[src/rtl/regfile_wb_arbiter_pkg.sv]
// Shared register-file geometry and writeback FSM state encoding.
// Imported by the writeback arbiter and its round-robin selector.
package regfile_wb_arbiter_pkg;

   localparam int WORD_LEN          = 32;
   localparam int REG_FILE_ADDR_LEN = 5;
   localparam int REG_FILE_SIZE     = 32;

   typedef enum logic {
      ST_RUN   = 1'b0,
      ST_CLEAR = 1'b1
   } wb_state_e;

endpackage

[src/rtl/regfile_wb_arbiter_rr_arbiter.sv]
// Round-robin selector: one-hot grant to the first requester after last_grant.
// Purely combinational; the caller owns last_grant.
module rr_arbiter
   import regfile_wb_arbiter_pkg::*;
#(
   parameter int NUM_REQ = 3,
   parameter int IDX_W   = 2
) (
   input  logic [NUM_REQ-1:0] req,
   input  logic [IDX_W-1:0]   last_grant,
   output logic [NUM_REQ-1:0] grant
);

   logic             found;
   logic [IDX_W-1:0] idx;

   always_comb begin
      grant = '0;
      found = 1'b0;
      idx   = '0;
      for (int k = 1; k <= NUM_REQ; k++) begin
         idx = IDX_W'((int'(last_grant) + k) % NUM_REQ);
         if (!found && req[idx]) begin
            grant[idx] = 1'b1;
            found      = 1'b1;
         end
      end
   end

endmodule

[src/rtl/regfile_wb_arbiter.sv]
// Register-file writeback arbiter: round-robin among NUM_REQ writers, with an
// optional power-on/software clear sweep enabled by the WB_CLEAR_EN macro.
//
// state    | meaning
// ---------+-----------------------------------------------------------
// ST_CLEAR | sweep writes 0 to registers 1..REG_FILE_SIZE-1, no grants
// ST_RUN   | round-robin arbitration, one registered write per transfer
module regfile_wb_arbiter
   import regfile_wb_arbiter_pkg::*;
#(
   parameter int NUM_REQ = 3
) (
   input  logic                                 clk,
   input  logic                                 rst,
   input  logic [NUM_REQ-1:0]                   req_valid,
   input  logic [NUM_REQ*REG_FILE_ADDR_LEN-1:0] req_dest,
   input  logic [NUM_REQ*WORD_LEN-1:0]          req_data,
   output logic [NUM_REQ-1:0]                   req_ready,
   input  logic                                 sw_clear,
   output logic                                 rf_writeEn,
   output logic [REG_FILE_ADDR_LEN-1:0]         rf_dest,
   output logic [WORD_LEN-1:0]                  rf_writeVal,
   output logic                                 busy
);

   localparam int IDX_W = (NUM_REQ > 1) ? $clog2(NUM_REQ) : 1;
   localparam logic [REG_FILE_ADDR_LEN-1:0] LAST_IDX = REG_FILE_ADDR_LEN'(REG_FILE_SIZE - 1);

   logic                         arb_en;
   logic [NUM_REQ-1:0]           grant;
   logic [IDX_W-1:0]             last_grant;
   logic                         xfer;
   logic [IDX_W-1:0]             sel_idx;
   logic [REG_FILE_ADDR_LEN-1:0] sel_dest;
   logic [WORD_LEN-1:0]          sel_data;

`ifdef WB_CLEAR_EN
   wb_state_e                    state;
   logic [REG_FILE_ADDR_LEN-1:0] counter;

   // A clear request steals the current cycle so no write races the sweep.
   assign arb_en = (state == ST_RUN) && !sw_clear;
   assign busy   = (state == ST_CLEAR);
`else
   logic unused_sw_clear;

   assign unused_sw_clear = sw_clear;
   assign arb_en          = 1'b1;
   assign busy            = 1'b0;
`endif

   rr_arbiter #(
      .NUM_REQ (NUM_REQ),
      .IDX_W   (IDX_W)
   ) u_rr (
      .req        (req_valid & {NUM_REQ{arb_en}}),
      .last_grant (last_grant),
      .grant      (grant)
   );

   assign req_ready = grant;
   assign xfer      = |grant;

   always_comb begin
      sel_idx  = '0;
      sel_dest = '0;
      sel_data = '0;
      for (int i = 0; i < NUM_REQ; i++) begin
         if (grant[i]) begin
            sel_idx  = IDX_W'(i);
            sel_dest = req_dest[i*REG_FILE_ADDR_LEN +: REG_FILE_ADDR_LEN];
            sel_data = req_data[i*WORD_LEN +: WORD_LEN];
         end
      end
   end

   always_ff @(posedge clk or negedge rst) begin
      if (!rst) begin
         rf_writeEn  <= 1'b0;
         rf_dest     <= '0;
         rf_writeVal <= '0;
         last_grant  <= IDX_W'(NUM_REQ - 1);
`ifdef WB_CLEAR_EN
         state       <= ST_CLEAR;
         counter     <= REG_FILE_ADDR_LEN'(1);
`endif
      end else begin
`ifdef WB_CLEAR_EN
         if (state == ST_CLEAR) begin
            rf_writeEn  <= 1'b1;
            rf_dest     <= counter;
            rf_writeVal <= '0;
            if (counter == LAST_IDX) begin
               state   <= ST_RUN;
               counter <= REG_FILE_ADDR_LEN'(1);
            end else begin
               counter <= counter + 1'b1;
            end
         end else
`endif
         begin
            // Register 0 is hardwired: accept the transfer but never write it.
            rf_writeEn <= xfer && (sel_dest != '0);
            if (xfer) begin
               last_grant  <= sel_idx;
               rf_dest     <= sel_dest;
               rf_writeVal <= sel_data;
            end
`ifdef WB_CLEAR_EN
            if (sw_clear) begin
               state <= ST_CLEAR;
            end
`endif
         end
      end
   end

endmodule

[config.mk]
export PLATFORM = sky130hd
export DESIGN_NAME = regfile_wb_arbiter
export DESIGN_NICKNAME = d
export VERILOG_FILES = /design/src/rtl/regfile_wb_arbiter_pkg.sv /design/src/rtl/regfile_wb_arbiter_rr_arbiter.sv /design/src/rtl/regfile_wb_arbiter.sv
export SDC_FILE = /design/constraint.sdc
export NUM_CORES = 1
export LEC_CHECK = 0
export BUFFER_PORTS_ARGS = -buffer_cell sky130_fd_sc_hd__buf_2
export CAP_MARGIN = 20
export CORE_UTILIZATION = 32
export CTS_CLUSTER_DIAMETER = 60
export CTS_CLUSTER_SIZE = 8
export DETAILED_ROUTE_END_ITERATION = 7
export HOLD_SLACK_MARGIN = 0.03
export MAX_ROUTING_LAYER = met4
export PLACE_DENSITY = 0.7
export SLEW_MARGIN = 10
export SYNTH_ARGS = -nofsm -noshare
export SYNTH_HDL_FRONTEND = slang
export SYNTH_SLANG_ARGS = --single-unit
[constraint.sdc]
create_clock -name clk -period 3.7 [get_ports clk]
set_input_delay 0.74 -clock clk [delete_from_list [all_inputs] [get_ports clk]]
set_output_delay 0.74 -clock clk [all_outputs]
set_load 0.1 [all_outputs]
==> flow_summary.toml, run 1 <==
[yosys]
synth_seq_cells = 40
postSynthNetCount = 384
synth_xor_area_share_pct = 0
syn-cell-area_um2 = 2318
synthFlopType = "dfrtp_1"
ys_types = 40
synth_mux_area_share_pct = 2.375
yosys.area_share.adder_pct = 2.159
synth-compound-area-share_pct = 30.71
synth_top_family_by_area = "compound AO/OA/AOI/OAI gates"
ys_seq_area_share_pct = 43.23
yosys_warnings = 0
synth_edf_count = 0
yosys.area_share.simple_pct = 12.68
synth_area_per_cell_um2 = 8.815
syn_inst = 263
async_flop_share_pct = 100.0

[worst_setup_path]
end_kind = "output port"
crit_slowest_cell = "dfstp_2"
worst-r2r-cell-count = 10
worstSetupPathType = "reg2out"
crit_cells = 8
path_cells = "inv_1 -> ha_1 -> mux2i_1 -> o22ai_1 -> nor3_1 -> a31oi_4 -> inv_1 -> buf_2"
timing.rr.start = "last_grant[1]"
critPathMaxFanout = 4
r2r_slack_ns = 0.87
critPathMostFrequentCell = "inv_1"
cp_data_required_time_ns = 2.96
cp-start-kind = "register"
crit_family = "buffers and inverters"
crit_path_max_incr_delay_ns = 0.55
cp.arrival_ns = 2.47
critPathBufInv = 3
rr_endpoint = "rf_writeVal[1]"

[global_routing]
grt_pass1_wl_mm = 10.64
grt.overflow.total = 0
grt_max_degree = 44
grt_pass1_vias = 2375
gr-usage-all-layers_pct = 18.37
grt_antenna_before_repair = 0

[clock_network]
cts_num_sinks = 40
postCtsSetupBuffers = 0
postCtsHoldBufs = 0
cts_buffers = 5
ctsResizeCount = 0
clockBufferDepth = 2
cts_tree = "done"
cts_root_buf = "clkbuf_8"
htree_levels = 2
clk_latency_ns = 0.29
clk_pin_slew_ns = 0.08

[drt]
dr.first_iter.drc_count = 65
via_count = 2571
drt-wirelength-per-cell_um = 13.41
drc_errors = 0
final_antenna_net_count = 0
vias_per_cell = 5.101
first_pass_iters = 4
wirelength_mm = 6.761

[timing]
fin_tns_setup_ns = 0
slew_headroom_pct = 42.96
worst_slew_pin_slew_ns = 0.8556
rsz0062_at_grt = "false"
final.setup_skew_ns = 0.009884
fin_crit_sh_pct = 86.75
finalSetupViolations = 0
hold_viol = 0
maxSlewViolCount = 0
fmax_mhz = 311.6
post-route-min-period_ns = 3.210

[layout]
final_util_pct = 46.92
final_cell_mix = "buf_2 (156), dfrtp_1 (39), o22ai_1 (33), a21oi_1 (33), or3_1 (32)"
final_common_cell = "buf_2"
fillers = 698
fin_nets = 528
n_antenna_cell = 0
final_cells = 504
multi_input_area_um2 = 1139
syn_to_final_growth_pct = 39.77
seq_area_um2 = 1002
drive_above_1_share_pct = 43.14

[placement]
portBuffers = 156
routabilityCongestion = 0.8464
hpwl_mm = 4.761
dpl.cell_count = 496

[floorplan]
die_height_um = 87.12
die_w_um = 87.12
dieArea_um2 = 7590
rows = 30
initial_core_util_pct = 33.57
placeableCoreArea_um2 = 6907
io_pins = 159

[worst_hold_path]
hold_path_class = "reg2reg"
hold_end = "rf_dest[1]"
min-delay-start = "rf_dest[1]"
min_path_cells = 2

[status]
status = "complete, no violations"

[flow_run]
maxCapViolations = 0
-- sequential cells by signal, indices dropped and copies added, names as in the netlist --
signal and count:
rf_writeVal 32, rf_dest 5, rf_writeEn 1, last_grant 2
-- tightest hold or removal path: stages (launching register included) --
cell,delay (ns)
dfrtp_1,0.37
inv_1,0.06
o2bb2ai_1,0.05
-- per-stage QoR --
stage	worst slack [ns]	hold slack (ns)	instance area, um2
6_report	0.4903	0.5153	3241
5_1_grt	0.3291	0.5390	3241
4_1_cts	0.4701	0.5170	3241
3_5_place_dp	0.7640	0.5066	3151
3_3_place_gp	0.8112	0.5007	3151
2_1_floorplan	0.5851	0.4444	2318
-- worst max-delay path by stage --
stage | from | end | slack [ns]
finish | last_grant[1] | req_ready[2] | 0.49
global route | last_grant[1] | req_ready[2] | 0.33
CTS | last_grant[1] | req_ready[2] | 0.47
detailed placement | req_valid[2] | req_ready[2] | 0.76
global placement | req_valid[2] | req_ready[2] | 0.81
floorplan | last_grant[1] | req_ready[0] | 0.59
-- cells in the mapped netlist (2+ instances only) --
master,n,area share (%)
ha_1,4,2.2
buf_2,8,1.7
o2bb2ai_1,2,0.76
buf_4,4,1.3
clkbuf_1,10,1.6
a21oi_1,33,7.1
or3_1,32,8.6
dfrtp_1,39,42
buf_6,3,1.5
nand2_1,11,1.8
inv_1,14,2.3
o22ai_1,33,8.9
o21ai_0,29,6.3
o211ai_1,2,0.65
o21ai_1,10,2.2
mux2i_1,3,1.3
o311ai_1,3,1.1
-- area by class of cell --
class,instances,share of cell area [%]
multi-input cells,182,35.14
clock buffers,8,2.780
well taps,96,3.707
repair buffers,163,25.71
inverters,15,1.737
flip-flops and latches,40,30.93
-- layer usage --
metal	share of wire (%)	wire length, um	up-vias	track usage (%)
li1	-	-	1255	-
met1	43	2912	1204	20.43
met2	50	3378	104	33.72
met3	5.7	384	8	3.412
met4	1.3	85	0	4.769
met5	0	0	-	-
-- cell families (layout without fill, tap and decap cells) --
kind of cell / after synthesis / count (layout)
buffers and inverters: 41 / 186
adders and majority gates: 4 / 4
other: 1 / 1
DFF: 40 / 40
muxes: 5 / 5
AOI/OAI and AO/OA: 120 / 120
and+or+nand+nor: 52 / 52
Power of run 1 is left out: the tool's default activity adds up to more than one toggle a clock period on the data nets, which glitch-free logic cannot reach.
==> run 2: changes to the inputs <==
- CORE_UTILIZATION: 32 -> 38
- PLACE_DENSITY: 0.7 -> 0.79
- SLEW_MARGIN: 10 -> 20
==> run 2 against run 1 <==
  * Via count up 3.7%
  * Clock-buffer cell count is the same
  * Register-to-register slack got worse by 0.37 ns
  * Flip-flop and latch count did not move
  * Global-route usage up 3.3 points
  * Clock skew decreased by 0.0030 ns
  * Critical endpoint is now req_ready[0]
  * First-iteration DRC count grew to 2.6 times the previous value
  * Fmax decreased by 4.6%
  * Cell area fell by 1.3%
  * Wire length up 2.0%
==> flow_summary.toml, run 2 (synthesized netlist as in run 1, its figures left out) <==
[drt]
final_antenna_net_count = 0
vias_per_cell = 5.543
via_count = 2666
drt-wirelength-per-cell_um = 14.34
wirelength_mm = 6.899
first_pass_iters = 4
drc_errors = 0
dr.first_iter.drc_count = 167

[worst_setup_path]
critPathMostFrequentCell = "inv_1"
worstSetupPathType = "reg2out"
end_kind = "output port"
crit_slowest_cell = "mux2i_4"
cp_data_required_time_ns = 2.96
critPathMaxFanout = 19
crit_path_max_incr_delay_ns = 0.61
path_cells = "inv_1 -> ha_1 -> nand2_1 -> o22ai_1 -> mux2i_4 -> inv_1 -> buf_2"
cp.arrival_ns = 2.62
worst-r2r-cell-count = 11
cp-start-kind = "register"

[global_routing]
gr-usage-all-layers_pct = 21.65
grt_pass1_wl_mm = 10.54
use_met1_pct = 24.17
grt_pass1_vias = 2376
busiest_layer = "met2"
grt.overflow.total = 0
grtUsageMet2_pct = 39.49
grtUsageMet3_pct = 3.068
grt_max_degree = 77
grt_antenna_before_repair = 0

[clock_network]
cts_root_buf = "clkbuf_8"
clk_pin_slew_ns = 0.07
clk_latency_ns = 0.28
cts_num_sinks = 40
cts_tree = "done"
ctsResizeCount = 0
htree_levels = 2
postCtsHoldBufs = 0
clockBufferDepth = 2
postCtsSetupBuffers = 0
cts_buffers = 5

[layout]
fin_area_um2 = 3199
drive_above_1_share_pct = 42.86
final_cell_mix = "buf_2 (156), dfrtp_1 (39), o22ai_1 (33), a21oi_1 (33), or3_1 (32)"
final_cells = 481
syn_to_final_growth_pct = 37.99
final_util_pct = 54.36
fin_nets = 526
top_register = "rf_writeVal"
largest_register_ffs = 32
reg.largest.list = "rf_writeVal (32), rf_dest (5), last_grant (2)"
n_antenna_cell = 0
final_common_cell = "buf_2"

[placement]
dpl.cell_count = 473
portBuffers = 156
hpwl_mm = 4.756
placed_cell_area_um2 = 3109
routabilityCongestion = 0.9063

[floorplan]
placeableCoreArea_um2 = 5886
die_height_um = 80.11
rows = 28
dieArea_um2 = 6418
die_w_um = 80.11
io_pins = 159
initial_core_util_pct = 39.39

[flow_run]
maxCapViolations = 0

[worst_hold_path]
min_path_cells = 2
hold_path_class = "reg2reg"

[timing]
worst_slew_pin_slew_ns = 0.8623
final.setup_skew_ns = 0.006890
slew_headroom_pct = 42.51
fin_tns_setup_ns = 0
maxSlewViolCount = 0
hold_viol = 0
fin_crit_sh_pct = 90.89
rsz0062_at_grt = "false"
fmax_mhz = 297.4
post-route-min-period_ns = 3.363
finalSetupViolations = 0

[status]
status = "complete, no violations"
## run 2: final timing paths
check	startpoint	to	slack, ns
max	last_grant[0]	req_ready[0]	0.34
max in group asynchronous	rst	rf_dest[0]	2.58
min in group asynchronous	rst	rf_writeVal[14]	0.56
max reg2reg	last_grant[0]	rf_writeVal[20]	0.50
min reg2reg	rf_dest[0]	rf_dest[0]	0.51
min	rf_dest[0]	rf_dest[0]	0.51
## run 2: routing by layer
metal	vias to the layer above	share of wire (%)
met4	0	1.0
li1	1258	-
met5	-	0
met2	131	52
met1	1269	41
met3	8	5.9
## run 2: worst max-delay path: cells and delay by family (launching register included)
kind	cells	cell delay, ns
buffers and inverters	3	0.46
multiplexers	1	0.61
AND/OR/NAND/NOR	1	0.10
AO/OA/AOI/OAI	1	0.32
adder cells (fa/ha/maj)	1	0.46
flip-flops	1	0.39
## run 2: area by class of cell
class                           instances  area, um2
Clock buffer                            8      90.09
Fill cell                             566       2686
Inverter                               15      56.30
Multi-Input combinational cell        182       1139
Sequential cell                        40       1002
Tap cell                               75      93.84
Timing Repair Buffer                  161      818.3
## run 2: stage by stage
step	setup WS (ns)	hold slack, ns
global placement	0.6130	0.4974
floorplan	0.5851	0.4444
finish	0.3371	0.5140
CTS	0.3207	0.5188
global route	0.1162	0.5357
detailed placement	0.5111	0.5085
Power of run 2 is left out for the same reason.
==> run 3: changes to the inputs <==
==> constraint.sdc (replaced) <==
create_clock -name clk -period 3.7 [get_ports clk]
set_input_delay 0.37 -clock clk [delete_from_list [all_inputs] [get_ports clk]]
set_output_delay 0.37 -clock clk [all_outputs]
set_load 0.1 [all_outputs]
==> run 3 against run 2 <==
  * Clock-buffer cell count is 3 lower
  * Flip-flop and latch count unchanged
  * Clock skew decreased by 0.0026 ns
  * Largest cell class unchanged
  * Wire length is 4.1% lower
  * First-iteration DRC count down 43%
  * Highest routed layer unchanged
==> flow_summary.toml, run 3 (synthesized netlist as in run 1, its figures left out) <==
[floorplan]
die_height_um = 80.11
die_w_um = 80.11
dieArea_um2 = 6418
io_pins = 159
initial_core_util_pct = 39.39
rows = 28
placeableCoreArea_um2 = 5886

[placement]
place_ws_ns = 0.8439
routabilityCongestion = 0.9300
portBuffers = 156
hpwl_mm = 4.793

[clock_network]
htree_levels = 2
cts_root_buf = "clkbuf_8"
postCtsSetupBuffers = 0
clk_pin_slew_ns = 0.08
cts_num_sinks = 40
clk_latency_ns = 0.29
cts_tree = "done"
clockBufferDepth = 2
ctsResizeCount = 0
postCtsHoldBufs = 0
cts_buffers = 5

[worst_setup_path]
worst-r2r-cell-count = 10
cp.arrival_ns = 2.73
end_kind = "output port"
critPathBufInv = 3
r2r_slack_ns = 0.84
cp-start-kind = "register"
timing.rr.start = "last_grant[0]"
critPathMaxFanout = 18
crit_family = "compound AO/OA/AOI/OAI gates"
critPathMostFrequentCell = "inv_1"
crit_slowest_cell = "ha_1"
worstSetupPathType = "reg2out"
crit_path_max_incr_delay_ns = 0.46
rr_endpoint = "rf_writeEn"
path_cells = "inv_1 -> ha_1 -> nand2_1 -> o22ai_1 -> nor3_1 -> a31oi_4 -> inv_1 -> buf_2"
cp_data_required_time_ns = 3.33

[timing]
final.setup_skew_ns = 0.004307
finalSetupViolations = 0
setup_slack_ns = 0.6014
post-route-min-period_ns = 3.099
hold_viol = 0
slew_headroom_pct = 43.39
fin_crit_sh_pct = 83.75
fin_tns_setup_ns = 0
worst_slew_pin_slew_ns = 0.8492
fmax_mhz = 322.7
rsz0062_at_grt = "false"
maxSlewViolCount = 0

[drt]
vias_per_cell = 5.296
drt-wirelength-per-cell_um = 13.69
wirelength_mm = 6.613
first_pass_iters = 4
drc_errors = 0
via_count = 2558
final_antenna_net_count = 0
dr.first_iter.drc_count = 95

[layout]
drive_above_1_share_pct = 43.63
fin_nets = 528
n_antenna_cell = 0
final_cell_mix = "buf_2 (156), dfrtp_1 (39), o22ai_1 (33), a21oi_1 (33), or3_1 (32)"
top_register = "rf_writeVal"
final_common_cell = "buf_2"
final_util_pct = 54.97
syn_to_final_growth_pct = 39.56
fillers = 566
largest_register_ffs = 32
reg.largest.list = "rf_writeVal (32), rf_dest (5), last_grant (2)"

[worst_hold_path]
hold_path_class = "in2async"

[global_routing]
grt_max_degree = 43
grt.overflow.total = 0
grt_antenna_before_repair = 0
grt_pass1_wl_mm = 10.16
gr-usage-all-layers_pct = 21.14
grt_pass1_vias = 2334

[status]
status = "complete, no violations"

[flow_run]
maxCapViolations = 0
==> run 3: changes by cell type in the layout (fill, tap and decap cells not counted) <==
| cell | delta |
|---|---|
| clkinv_2 | +1 |
| clkbuf_8 | -1 |
| bufinv_16 | +1 |
| clkbuf_1 | -2 |
| buf_4 | +2 |
| clkinvlp_4 | +1 |
==> run 3: layer usage <==
metal	track usage (%)	vias to the layer above	wire (um)
met2	38.80	112	3428
met3	4.205	8	419
met5	-	-	0
met4	6.071	0	72
li1	-	1256	-
met1	23.06	1182	2692
==> run 3: through the flow <==
| stage | instance area [um2] | hold slack, ns | std cells |
|---|---|---|---|
| floorplan | 2318 | 0.07441 | 263 |
| global placement | 3124 | 0.4996 | 475 |
| detailed placement | 3124 | 0.5054 | 475 |
| CTS | 3236 | 0.2164 | 483 |
| global route | 3236 | 0.2573 | 483 |
| finish | 3236 | 0.1705 | 483 |
==> run 3: layout make-up <==
type / count / area (um2) / share of cell area, %
repair buffers: 163 / 833.3 / 25.75
inverters: 15 / 56.30 / 1.740
well taps: 75 / 93.84 / 2.900
clock buffers: 5 / 68.82 / 2.127
clock inverters: 3 / 42.54 / 1.315
multi-input cells: 182 / 1139 / 35.19
flip-flops and latches: 40 / 1002 / 30.97
==> run 3: worst max path at each step <==
stage                  startpoint               to  slack (ns)  depth (start not counted)
floorplan           last_grant[1]     req_ready[0]        0.96                          8
global placement    last_grant[1]       rf_writeEn        0.93                         10
CTS                 last_grant[1]     req_ready[2]        0.58                          8
global route        last_grant[0]     req_ready[0]        0.38                          7
detailed placement  last_grant[0]  rf_writeVal[16]        0.84                          9
finish              last_grant[0]     req_ready[2]        0.60                          8
==> run 3: worst reg2reg max path: stages, from the launching register on <==
cell,delay (ns)
dfrtp_1,0.40
inv_1,0.08
ha_1,0.46
nand2_1,0.09
o22ai_1,0.35
nor3_1,0.16
a31oi_4,0.46
buf_4,0.29
o311ai_1,0.15
a22oi_1,0.20
nand4_1,0.11
Power of run 3 is left out for the same reason.
